[config.mk]
export PLATFORM = sky130hd
export DESIGN_NAME = sar_seq_flat
export DESIGN_NICKNAME = d
export VERILOG_FILES = /design/src/rtl/sar_seq_if.sv /design/src/rtl/sar_seq.sv /design/src/flat_wrapper.sv
export SDC_FILE = /design/constraint.sdc
export NUM_CORES = 1
export LEC_CHECK = 0
export CORE_MARGIN = 2
export CORE_UTILIZATION = 60
export DETAILED_ROUTE_END_ITERATION = 6
export PLACE_DENSITY = 0.8
export SETUP_SLACK_MARGIN = 0.2
export SYNTH_ARGS = -nofsm -noshare
export SYNTH_HDL_FRONTEND = slang
export SYNTH_SLANG_ARGS = --single-unit
[constraint.sdc]
create_clock -name CLK -period 3.25 [get_ports CLK]
set_input_delay 0.4875 -clock CLK [delete_from_list [all_inputs] [get_ports CLK]]
set_output_delay 0.4875 -clock CLK [all_outputs]
set_load 0.1 [all_outputs]
[src/rtl/sar_seq_if.sv]
// Front-end handshake between the digital controller and the SAR sequencer:
// conversion request in, busy/done/result/error out.
interface sar_seq_if #(
  parameter int unsigned NBIT = 9
);
  logic            START;
  logic            BUSY;
  logic            DONE;
  logic            ERR;
  logic [NBIT-1:0] DOUT;

  modport master (
    output START,
    input  BUSY,
    input  DONE,
    input  DOUT,
    input  ERR
  );

  modport slave (
    input  START,
    output BUSY,
    output DONE,
    output DOUT,
    output ERR
  );
endinterface

[src/rtl/sar_seq.sv]
// SAR conversion sequencer: tracks, then runs an MSB-first comparator loop,
// strobing one DAC latch per decided bit and reporting the result with DONE.
module sar_seq #(
  parameter int unsigned NBIT        = 9,
  parameter int unsigned SAMPLE_CYC  = 4,
  parameter int unsigned CMP_TIMEOUT = 8
) (
  input  logic            CLK,
  input  logic            RSTB,
  sar_seq_if.slave        fe,
  input  logic            CMP_P,
  input  logic            CMP_N,
  output logic            CKSB,
  output logic            CKC,
  output logic [NBIT-1:0] CF
);

  localparam int unsigned    IW      = (NBIT > 1) ? $clog2(NBIT) : 1;
  localparam logic [7:0]     SMP_LD  = 8'(SAMPLE_CYC);
  localparam logic [7:0]     CMP_TO  = 8'(CMP_TIMEOUT);
  localparam logic [IW-1:0]  IDX_MSB = IW'(NBIT - 1);

  typedef enum logic [2:0] {
    S_IDLE,
    S_SAMPLE,
    S_COMP,
    S_LATCH,
    S_RSTC,
    S_DONE
  } state_e;

  state_e          state_q;
  logic [7:0]      smp_cnt_q;
  logic [7:0]      cmp_cnt_q;
  logic [IW-1:0]   idx_q;
  logic [NBIT-1:0] shadow_q;
  logic            err_int_q;

  logic            cksb_q;
  logic            ckc_q;
  logic [NBIT-1:0] cf_q;
  logic            busy_q;
  logic [NBIT-1:0] dout_q;
  logic            done_q;
  logic            err_q;

  logic            cmp_valid;
  logic [NBIT-1:0] idx_onehot;

  // Equal comparator outputs (both low or both high) mean no decision yet.
  assign cmp_valid  = CMP_P ^ CMP_N;
  assign idx_onehot = NBIT'(1) << idx_q;

  always_ff @(posedge CLK or negedge RSTB) begin
    if (!RSTB) begin
      state_q   <= S_IDLE;
      smp_cnt_q <= '0;
      cmp_cnt_q <= '0;
      idx_q     <= '0;
      shadow_q  <= '0;
      err_int_q <= 1'b0;
      cksb_q    <= 1'b0;
      ckc_q     <= 1'b0;
      cf_q      <= '0;
      busy_q    <= 1'b0;
      dout_q    <= '0;
      done_q    <= 1'b0;
      err_q     <= 1'b0;
    end else begin
      cf_q   <= '0;
      done_q <= 1'b0;
      unique case (state_q)
        S_IDLE: begin
          if (fe.START) begin
            state_q   <= S_SAMPLE;
            smp_cnt_q <= SMP_LD;
            shadow_q  <= '0;
            err_int_q <= 1'b0;
            busy_q    <= 1'b1;
          end
        end
        S_SAMPLE: begin
          if (smp_cnt_q <= 8'd1) begin
            state_q   <= S_COMP;
            idx_q     <= IDX_MSB;
            cmp_cnt_q <= 8'd1;
            cksb_q    <= 1'b1;
            ckc_q     <= 1'b1;
          end else begin
            smp_cnt_q <= smp_cnt_q - 8'd1;
          end
        end
        S_COMP: begin
          // Cycle 1 is settling; a decision on the last allowed cycle beats the timeout.
          if ((cmp_cnt_q >= 8'd2) && cmp_valid) begin
            shadow_q[idx_q] <= CMP_P;
            cf_q            <= idx_onehot;
            state_q         <= S_LATCH;
          end else if (cmp_cnt_q >= CMP_TO) begin
            shadow_q[idx_q] <= 1'b0;
            err_int_q       <= 1'b1;
            ckc_q           <= 1'b0;
            state_q         <= S_RSTC;
          end else begin
            cmp_cnt_q <= cmp_cnt_q + 8'd1;
          end
        end
        S_LATCH: begin
          ckc_q   <= 1'b0;
          state_q <= S_RSTC;
        end
        S_RSTC: begin
          if (idx_q == '0) begin
            state_q <= S_DONE;
            dout_q  <= shadow_q;
            err_q   <= err_int_q;
            done_q  <= 1'b1;
            cksb_q  <= 1'b0;
          end else begin
            idx_q     <= idx_q - IW'(1);
            cmp_cnt_q <= 8'd1;
            ckc_q     <= 1'b1;
            state_q   <= S_COMP;
          end
        end
        S_DONE: begin
          busy_q  <= 1'b0;
          state_q <= S_IDLE;
        end
        default: state_q <= S_IDLE;
      endcase
    end
  end

  assign CKSB    = cksb_q;
  assign CKC     = ckc_q;
  assign CF      = cf_q;
  assign fe.BUSY = busy_q;
  assign fe.DONE = done_q;
  assign fe.DOUT = dout_q;
  assign fe.ERR  = err_q;

endmodule
[src/flat_wrapper.sv]
// flat-port wrapper written by rule: the top's interface ports become plain ports
module sar_seq_flat 
#(
  parameter int unsigned NBIT        = 9,
  parameter int unsigned SAMPLE_CYC  = 4,
  parameter int unsigned CMP_TIMEOUT = 8
)
  (CLK, RSTB, CMP_P, CMP_N, CKSB, CKC, CF, fe_START, fe_BUSY, fe_DONE, fe_DOUT, fe_ERR);
  sar_seq_if #(.NBIT(NBIT)) fe_i ();
  input  logic CLK;
  input  logic RSTB;
  input  logic CMP_P;
  input  logic CMP_N;
  output logic CKSB;
  output logic CKC;
  output logic [NBIT-1:0] CF;
  input wire logic [$bits(fe_i.START)-1:0] fe_START;
  output wire logic [$bits(fe_i.BUSY)-1:0] fe_BUSY;
  output wire logic [$bits(fe_i.DONE)-1:0] fe_DONE;
  output wire logic [$bits(fe_i.DOUT)-1:0] fe_DOUT;
  output wire logic [$bits(fe_i.ERR)-1:0] fe_ERR;
  assign fe_i.START = fe_START;
  assign fe_BUSY = fe_i.BUSY;
  assign fe_DONE = fe_i.DONE;
  assign fe_DOUT = fe_i.DOUT;
  assign fe_ERR = fe_i.ERR;
  sar_seq #(.NBIT(NBIT), .SAMPLE_CYC(SAMPLE_CYC), .CMP_TIMEOUT(CMP_TIMEOUT)) u_core (.CLK(CLK), .RSTB(RSTB), .fe(fe_i), .CMP_P(CMP_P), .CMP_N(CMP_N), .CKSB(CKSB), .CKC(CKC), .CF(CF));
endmodule
==> run summary, run 1 <==
* **total inserted antenna cells** 0
* **area enclosed by the die boundary** 4940 um2
* **cells resized by post-CTS repair** 0
* **clock buffers created by TritonCTS** 5
* **final setup vio count** 0
* **starting density of the core** 61.4%
* **buffer cell driving the clock tree root** sky130_fd_sc_hd__clkbuf_8
* **Arr. time, crit path** 2.75 ns
* **global-route wire length before repair** 9.00 mm
* **post-synthesis async set-or-reset flop share** 100%
* **final cell utilization of the core** 70.2%
* **post-detailed-route count of antenna-violating nets** 0
* **Hold/Removal Path Class** input port to async pin
* **vias in the first global route** 1973
* **worst-skew pair later-pin latency** 0.30 ns
* **period utilisation layout** 77.2%
* **Buffers on Ports** 27
* **sequential fraction of the synthesis area** 53.1%
* **cell type contributing the most total cell area after synthesis** sky130_fd_sc_hd__dfrtp_1
* **post-layout minimum cycle time** 2.51 ns
* **routed wirelength normalized by instance count** 15.1 um
* **share of post-route cells with drive strength above 1** 6.04%
* **final count of pins violating max slew** 0
* **proportion of power drawn by flip-flops and latches** 42.1%
* **vias per inst** 5.70
* **number of violations reported at the end of detailed-routing iteration 0** 119
* **number of stages on the worst setup path** 7
* **number of setup buffers added after CTS** 0
* **leading cell types in the layout, fill and taps excluded** sky130_fd_sc_hd__nand2_1, sky130_fd_sc_hd__dfrtp_1, sky130_fd_sc_hd__clkdlybuf4s50_1
* **count of H-tree levels built during CTS** 2
* **switching power as a share of total power** 43.6%
* **detailed placement HPWL** 3.84 mm
* **commonest non-fill, non-tap cell in the layout** sky130_fd_sc_hd__nand2_1
* **maximum clock insertion buffer count** 2
* **Setup WS post-layout** 0.742 ns
* **slew at the pin closest to its max-slew limit** 0.976 ns
* **reg-to-reg critical path startpoint** u_core.idx_q[0]$_DFFE_PN0P_
* **Rows** 24
* **I/O pin cnt** 28
* **synthesis-stage register bit count** 56
* **vertical extent of the die** 70.3 um
* **reported net switching power** 1.05 mW
* **primary flip-flop cell chosen by synthesis mapping** sky130_fd_sc_hd__dfrtp_1
* **Clk network pwr share** 15.6%
* **dpl cell area** 2930 um2
* **buffers plus inverters on the worst setup path** 2
* **synthesized area** 2640 um2
* **DP Cell Count** 342
* **Max-cap violations** 0
* **Crit path top cell by count** sky130_fd_sc_hd__inv_1
* **FF/Latch Area** 1400 um2
* **Final Instance Count excl. Fillers** 350
* **run status** finished, final reports clean
* **hold_ws** 0.235 ns
* **overflow left after global routing** 0
* **largest fanout of any net on the critical path** 15
* **maximum operating frequency** 0.399 GHz
* **number of nets in the synthesized netlist** 285
* **total wirelength of the detailed-routed design** 5.28 mm
* **library cell contributing the largest single delay on the critical path** sky130_fd_sc_hd__or3_1
* **Cells after Synth** 271
* **count of cells along the worst register-to-register path** 7
* **CTS tree** yes
* **count of nets after finishing** 311
* **power density over the cells** 798 nW/um2
* **worst slack at placement** 0.750 ns
* **footprint of the multi-input gates** 1140 um2
* **finished layout cell area** 3010 um2
* **DRC violation count after routing** 0
* **Worst path top cell family by delay** simple AND/OR/NAND/NOR gates
* **portion of total power attributed to combinational logic** 42.4%
* **Critical Path Max Stage Delay** 0.56 ns
* **Clock Pin Slew Worst Setup and Hold Paths** 0.10 ns
* **largest clock skew in the final design** 0.00870 ns
* **type of element capturing the critical path** flip-flop
* **YS warnings** 0
* **GP Congestion** 0.872
* **total global routing track utilization** 23.0%
* **setup repair after global routing missed its margin** no
* **worst reg2reg endpoint** u_core.cmp_cnt_q[1]$_DFFE_PN0P_
* **critical path class** flip-flop to flip-flop
* **top cells by area in the synthesized netlist** sky130_fd_sc_hd__dfrtp_1, sky130_fd_sc_hd__nand2_1, sky130_fd_sc_hd__ha_1
* **sum of negative setup slack** 0 ns
* **Synth top area share** 53.1%
* **area growth from synthesis to layout** 14.3%
* **Register-to-Register Setup Slack** 0.74 ns
* **Internal Dissipation** 1.36 mW
* **power after layout** 2.40 mW
* **library cells used by synthesis** 47
* **hold buffer count at cts** 0
* **floorplan core area** 4290 um2
* **CTS sink count** 56
* **required time of the critical path** 3.49 ns
* **cells traversed along the worst timing path** inv_1, ha_1, or3b_4, or3_1, inv_1, a211o_1, o2bb2ai_1
* **mean area per synthesized cell** 9.73 um2
* **pin count of the biggest net entering global routing** 36
* **Filler Cell Count** 331
* **Chip Width** 70.3 um
* **worst vdd ir** 0.605 mV
* **first drt pass iteration count** 5
* **antenna violations before repair** 0
* **total count of hold-check failures in the final report** 0
* **Vias** 1995
* **number of enable-type register cells in the synthesized netlist** 0
* **Setup crit start kind** flip-flop
* **Static Leak** 1.39 nW
* **Rel. slew slack** 34.7%
-- worst register-to-register path, delay by kind of cell, from the launching register on --
| kind | cells | cell delay, ns |
|---|---|---|
| flops | 1 | 0.44 |
| fa+ha+maj | 1 | 0.19 |
| simple gates | 2 | 0.98 |
| compound gates | 2 | 0.32 |
| buf+inv | 2 | 0.51 |
-- Yosys cell counts, types with 2 or more instances --
cell type,count
sky130_fd_sc_hd__nand3_1,7
sky130_fd_sc_hd__o311ai_0,2
sky130_fd_sc_hd__or2_2,2
sky130_fd_sc_hd__o211ai_1,3
sky130_fd_sc_hd__xnor2_1,2
sky130_fd_sc_hd__o2bb2ai_1,10
sky130_fd_sc_hd__a21o_1,2
sky130_fd_sc_hd__dfrtp_1,56
sky130_fd_sc_hd__nand2b_1,5
sky130_fd_sc_hd__o21a_1,2
sky130_fd_sc_hd__ha_1,9
sky130_fd_sc_hd__clkbuf_1,3
sky130_fd_sc_hd__and2_1,6
sky130_fd_sc_hd__a21oi_1,9
sky130_fd_sc_hd__nor2_1,19
sky130_fd_sc_hd__xor2_1,3
sky130_fd_sc_hd__o21ai_0,10
sky130_fd_sc_hd__nand4_1,2
sky130_fd_sc_hd__o21ai_1,4
sky130_fd_sc_hd__inv_1,12
sky130_fd_sc_hd__and3_1,4
sky130_fd_sc_hd__a31oi_1,2
sky130_fd_sc_hd__nand2_1,64
sky130_fd_sc_hd__or3_1,2
sky130_fd_sc_hd__buf_2,4
sky130_fd_sc_hd__nor3_1,6
-- registers in the layout, summed over array words and instances (netlist names) --
register          count
u_core.fe.ERR         1
u_core.CF             9
u_core.fe.DONE        1
u_core.cmp_cnt_q      8
u_core.state_q        3
u_core.shadow_q       9
u_core.smp_cnt_q      8
u_core.fe.DOUT        9
u_core.err_int_q      1
u_core.idx_q          4
u_core.CKSB           1
u_core.fe.BUSY        1
u_core.CKC            1
-- how the worst max path moves through the flow --
stage,slack (ns),start,endpoint
after floorplan,1.29,u_core.idx_q[0]$_DFFE_PN0P_,u_core.cmp_cnt_q[2]$_DFFE_PN0P_
after global placement,0.88,u_core.idx_q[0]$_DFFE_PN0P_,u_core.cmp_cnt_q[3]$_DFFE_PN0P_
after detailed placement,0.75,u_core.idx_q[0]$_DFFE_PN0P_,u_core.cmp_cnt_q[3]$_DFFE_PN0P_
after CTS,0.74,u_core.idx_q[0]$_DFFE_PN0P_,u_core.cmp_cnt_q[1]$_DFFE_PN0P_
after global routing,0.57,u_core.idx_q[0]$_DFFE_PN0P_,u_core.cmp_cnt_q[1]$_DFFE_PN0P_
final,0.74,u_core.idx_q[0]$_DFFE_PN0P_,u_core.cmp_cnt_q[1]$_DFFE_PN0P_
-- final cells by class --
type                       instances  area share [%]
multi-input combinational        194            37.9
clock buffer                       6            2.41
clock inverter                     2           0.540
tap                               52            2.16
inverter                          12            1.49
sequential                        56            46.5
timing repair buffer              28            9.05
-- logic make-up (layout without fill, tap and decap cells) --
group                      after synthesis  in the layout  synth area share, %
xor gates and xnor gates                 5              5                 1.66
muxes                                    1              1                0.380
buffers and inverters                   21             48                 3.61
AOI/OAI and AO/OA                       51             51                 13.0
adders and majority gates                9              9                 4.27
and+or+nand+nor                        128            128                 23.9
DFF                                     56             56                 53.1
-- power by group through the flow --
stage / Combinational [mW] / Clock (mW) / Sequential (mW)
final: 1.02 / 0.374 / 1.01
after detailed placement: 1.01 / 0 / 1.02
after global routing: 1.13 / 0.408 / 1.03
after CTS: 1.02 / 0.379 / 1.00
after global placement: 0.984 / 0 / 1.01
after floorplan: 0.720 / 0 / 1.06
-- layer usage --
metal	up-vias	routed length, um	track usage, %
met1	953	2400	30.2
met2	57	2520	37.7
met4	0	119	8.33
li1	973	-	-
met5	-	0	0
met3	12	236	4.76
Power figures use the tool's default switching activity.
==> run 2: changes to the inputs <==
- CORE_UTILIZATION: 60 -> 50
- PLACE_DENSITY: 0.8 -> 0.71
- clock period: 3.25 -> 2 ns (I/O delays scaled with it)
==> run 2 against run 1 <==
First-iteration DRC count is 34% lower. Flip-flop and latch count stayed put. Total power is 88% higher. Register-to-register slack worse by 0.60 ns. Global-route usage is 3.1 points lower. Final area is 9.9% higher. Core utilization is 5.3 points lower. Die area is 19% higher. Clock power is 99% higher. Largest cell class unchanged. Clock-buffer cell count is 1 lower.
==> run summary, run 2 (synthesis results as in run 1) <==
* **routed wirelength normalized by instance count** 14.1 um, -6.6%
* **Rel. slew slack** 67.9%, +33 points
* **Rows** 26, +8.3%
* **first drt pass iteration count** 5, unchanged
* **required time of the critical path** 2.20 ns, -1.29 ns
* **cells traversed along the worst timing path** inv_2, ha_4, or3b_4, or3_4, o211ai_1, nor3_1, o21a_1
* **detailed placement HPWL** 3.93 mm, +2.6%
* **worst vdd ir** 0.893 mV, +48%
* **DRC violation count after routing** 0, unchanged
* **pin count of the biggest net entering global routing** 37, +2.8%
* **final count of pins violating max slew** 0, unchanged
* **sum of negative setup slack** 0 ns, unchanged
* **total wirelength of the detailed-routed design** 5.52 mm, +4.6%
* **Worst path top cell family by delay** simple AND/OR/NAND/NOR gates
* **reg-to-reg critical path startpoint** u_core.idx_q[0]$_DFFE_PN0P_
* **vias per inst** 5.39, -5.5%
* **floorplan core area** 5110 um2, +19%
* **overflow left after global routing** 0, unchanged
* **Setup crit start** u_core.idx_q[0]$_DFFE_PN0P_
* **area growth from synthesis to layout** 25.6%
* **Arr. time, crit path** 2.06 ns, -0.69 ns
* **I/O pin cnt** 28, unchanged
* **Static Leak** 1.57 nW, +13%
* **power after layout** 4.52 mW, +88%
* **vias in the first global route** 2007, +1.7%
* **starting density of the core** 51.6%, -9.8 points
* **total global routing track utilization** 19.9%, -3.1 points
* **Clock Pin Slew Worst Setup and Hold Paths** 0.11 ns, about the same
* **number of violations reported at the end of detailed-routing iteration 0** 78, -34%
* **maximum clock insertion buffer count** 2, unchanged
* **Filler Cell Count** 413, +25%
* **count of H-tree levels built during CTS** 2, unchanged
* **run status** finished, final reports clean
* **Vias** 2112, +5.9%
* **post-detailed-route count of antenna-violating nets** 0, unchanged
* **total inserted antenna cells** 0, unchanged
* **period utilisation layout** 92.8%, +16 points
* **worst slack at placement** 0.0766 ns, -0.673 ns
* **commonest non-fill, non-tap cell in the layout** sky130_fd_sc_hd__nand2_1
* **maximum operating frequency** 0.539 GHz, +35%
* **total count of hold-check failures in the final report** 0, unchanged
* **area enclosed by the die boundary** 5870 um2, +19%
* **global-route wire length before repair** 9.23 mm, +2.5%
* **Chip Width** 76.6 um, +9.0%
* **buffer cell driving the clock tree root** sky130_fd_sc_hd__clkbuf_8
* **critical path class** flip-flop to flip-flop
* **largest clock skew in the final design** 0.0110 ns, +0.00232 ns
* **antenna violations before repair** 0, unchanged
* **capturing instance or port of the critical path** u_core.cmp_cnt_q[2]$_DFFE_PN0P_
* **FF/Latch Area** 1400 um2, unchanged
* **GP Congestion** 0.844, -3.3%
* **largest fanout of any net on the critical path** 4, -11
* **Final Instance Count excl. Fillers** 392, +12%
* **Hold/Removal Path Class** input port to async pin
* **share of post-route cells with drive strength above 1** 26.7%, +21 points
* **number of stages on the worst setup path** 7, unchanged
* **vertical extent of the die** 76.6 um, +9.0%
* **leading cell types in the layout, fill and taps excluded** sky130_fd_sc_hd__nand2_1, sky130_fd_sc_hd__dfrtp_1, sky130_fd_sc_hd__buf_4
* **post-layout minimum cycle time** 1.86 ns, -0.652 ns
* **type of element capturing the critical path** flip-flop
* **hold_ws** 0.488 ns, +0.253 ns
* **CTS tree** yes
* **final setup vio count** 0, unchanged
* **count of nets after finishing** 335, +7.7%
* **Setup WS post-layout** 0.144 ns, -0.598 ns
* **buffers plus inverters on the worst setup path** 1, -1
* **clock buffers created by TritonCTS** 5, unchanged
* **Max-cap violations** 0, unchanged
* **library cell contributing the largest single delay on the critical path** sky130_fd_sc_hd__dfrtp_1
* **worst reg2reg endpoint** u_core.cmp_cnt_q[2]$_DFFE_PN0P_
* **DP Cell Count** 375, +9.6%
* **count of cells along the worst register-to-register path** 7, unchanged
* **slew at the pin closest to its max-slew limit** 0.479 ns, -0.497 ns
* **Setup crit start kind** flip-flop
* **power density over the cells** 1360 nW/um2, +71%
* **worst-skew pair later-pin latency** 0.32 ns, +0.02 ns
* **Buffers on Ports** 27, unchanged
* **CTS sink count** 56, unchanged
* **Register-to-Register Setup Slack** 0.14 ns, -0.60 ns
* **setup repair after global routing missed its margin** yes
* **Critical Path Max Stage Delay** 0.40 ns, -0.16 ns
* **footprint of the multi-input gates** 1240 um2, +8.8%
-- run 2: changes by cell type in the layout (fill, tap and decap cells not counted), sizes merged --
| cell | delta |
|---|---|
| clkbuf | -1 |
| dlygate4sd3 | +1 |
| clkdlybuf4s50 | -23 |
| clkinvlp | -1 |
| bufinv | +1 |
| buf | +46 |
| clkinv | +1 |
-- run 2: per-stage QoR --
stage	cell area [um2]	utilization, %
after global routing	3310	64.9
after detailed placement	3030	59.3
after floorplan	2650	-
final	3310	64.9
after CTS	3220	63.0
after global placement	3030	59.3
-- run 2: how the worst min path moves through the flow --
| stage | cells after the start | end | from |
|---|---|---|---|
| 2_1_floorplan | 0 | u_core.CF[0]$_DFF_PN0_ | RSTB |
| 3_5_place_dp | 1 | u_core.fe.DOUT[1]$_DFFE_PN0P_ | RSTB |
| 6_report | 2 | u_core.fe.DOUT[1]$_DFFE_PN0P_ | RSTB |
| 4_1_cts | 2 | u_core.fe.DOUT[1]$_DFFE_PN0P_ | RSTB |
| 5_1_grt | 2 | u_core.fe.DOUT[1]$_DFFE_PN0P_ | RSTB |
| 3_3_place_gp | 1 | u_core.fe.DOUT[1]$_DFFE_PN0P_ | RSTB |
-- run 2: cell type report --
type                            instances  share of cell area, %
Clock buffer                            5                   2.08
Clock inverter                          3                   1.44
Inverter                               12                   1.36
Multi-Input combinational cell        194                   37.5
Sequential cell                        56                   42.3
Tap cell                               70                   2.64
Timing Repair Buffer                   52                   12.7
-- run 2: repair_timing --
action	in CTS	in global routing
setup buffers	6	2
hold buffers	1	0
setup endpoints to repair	21	48
hold endpoints to repair	20	0
resized for setup	4	21
pin swaps	1	7
-- run 2: power breakdown --
part,total [mW],switching (mW),internal (mW),leakage (nW)
Combinational,2.22,1.28,0.939,0.767
Sequential,1.55,0.212,1.34,0.747
Clock,0.746,0.369,0.377,0.0583
Total,4.52,1.86,2.65,1.57
-- run 2: layer usage --
layer	vias up	global-route usage, %	share of wire, %
li1	1024	-	-
met1	1016	25.1	43
met2	60	33.5	50
met3	12	4.27	4.5
met4	0	8.00	2.5
met5	-	0	0
==> run 3: changes to the inputs <==
- GPL_ROUTABILITY_DRIVEN: default -> 0
==> results of run 3 <==
The final DEF is identical to that of run 2; final timing and power are the same.
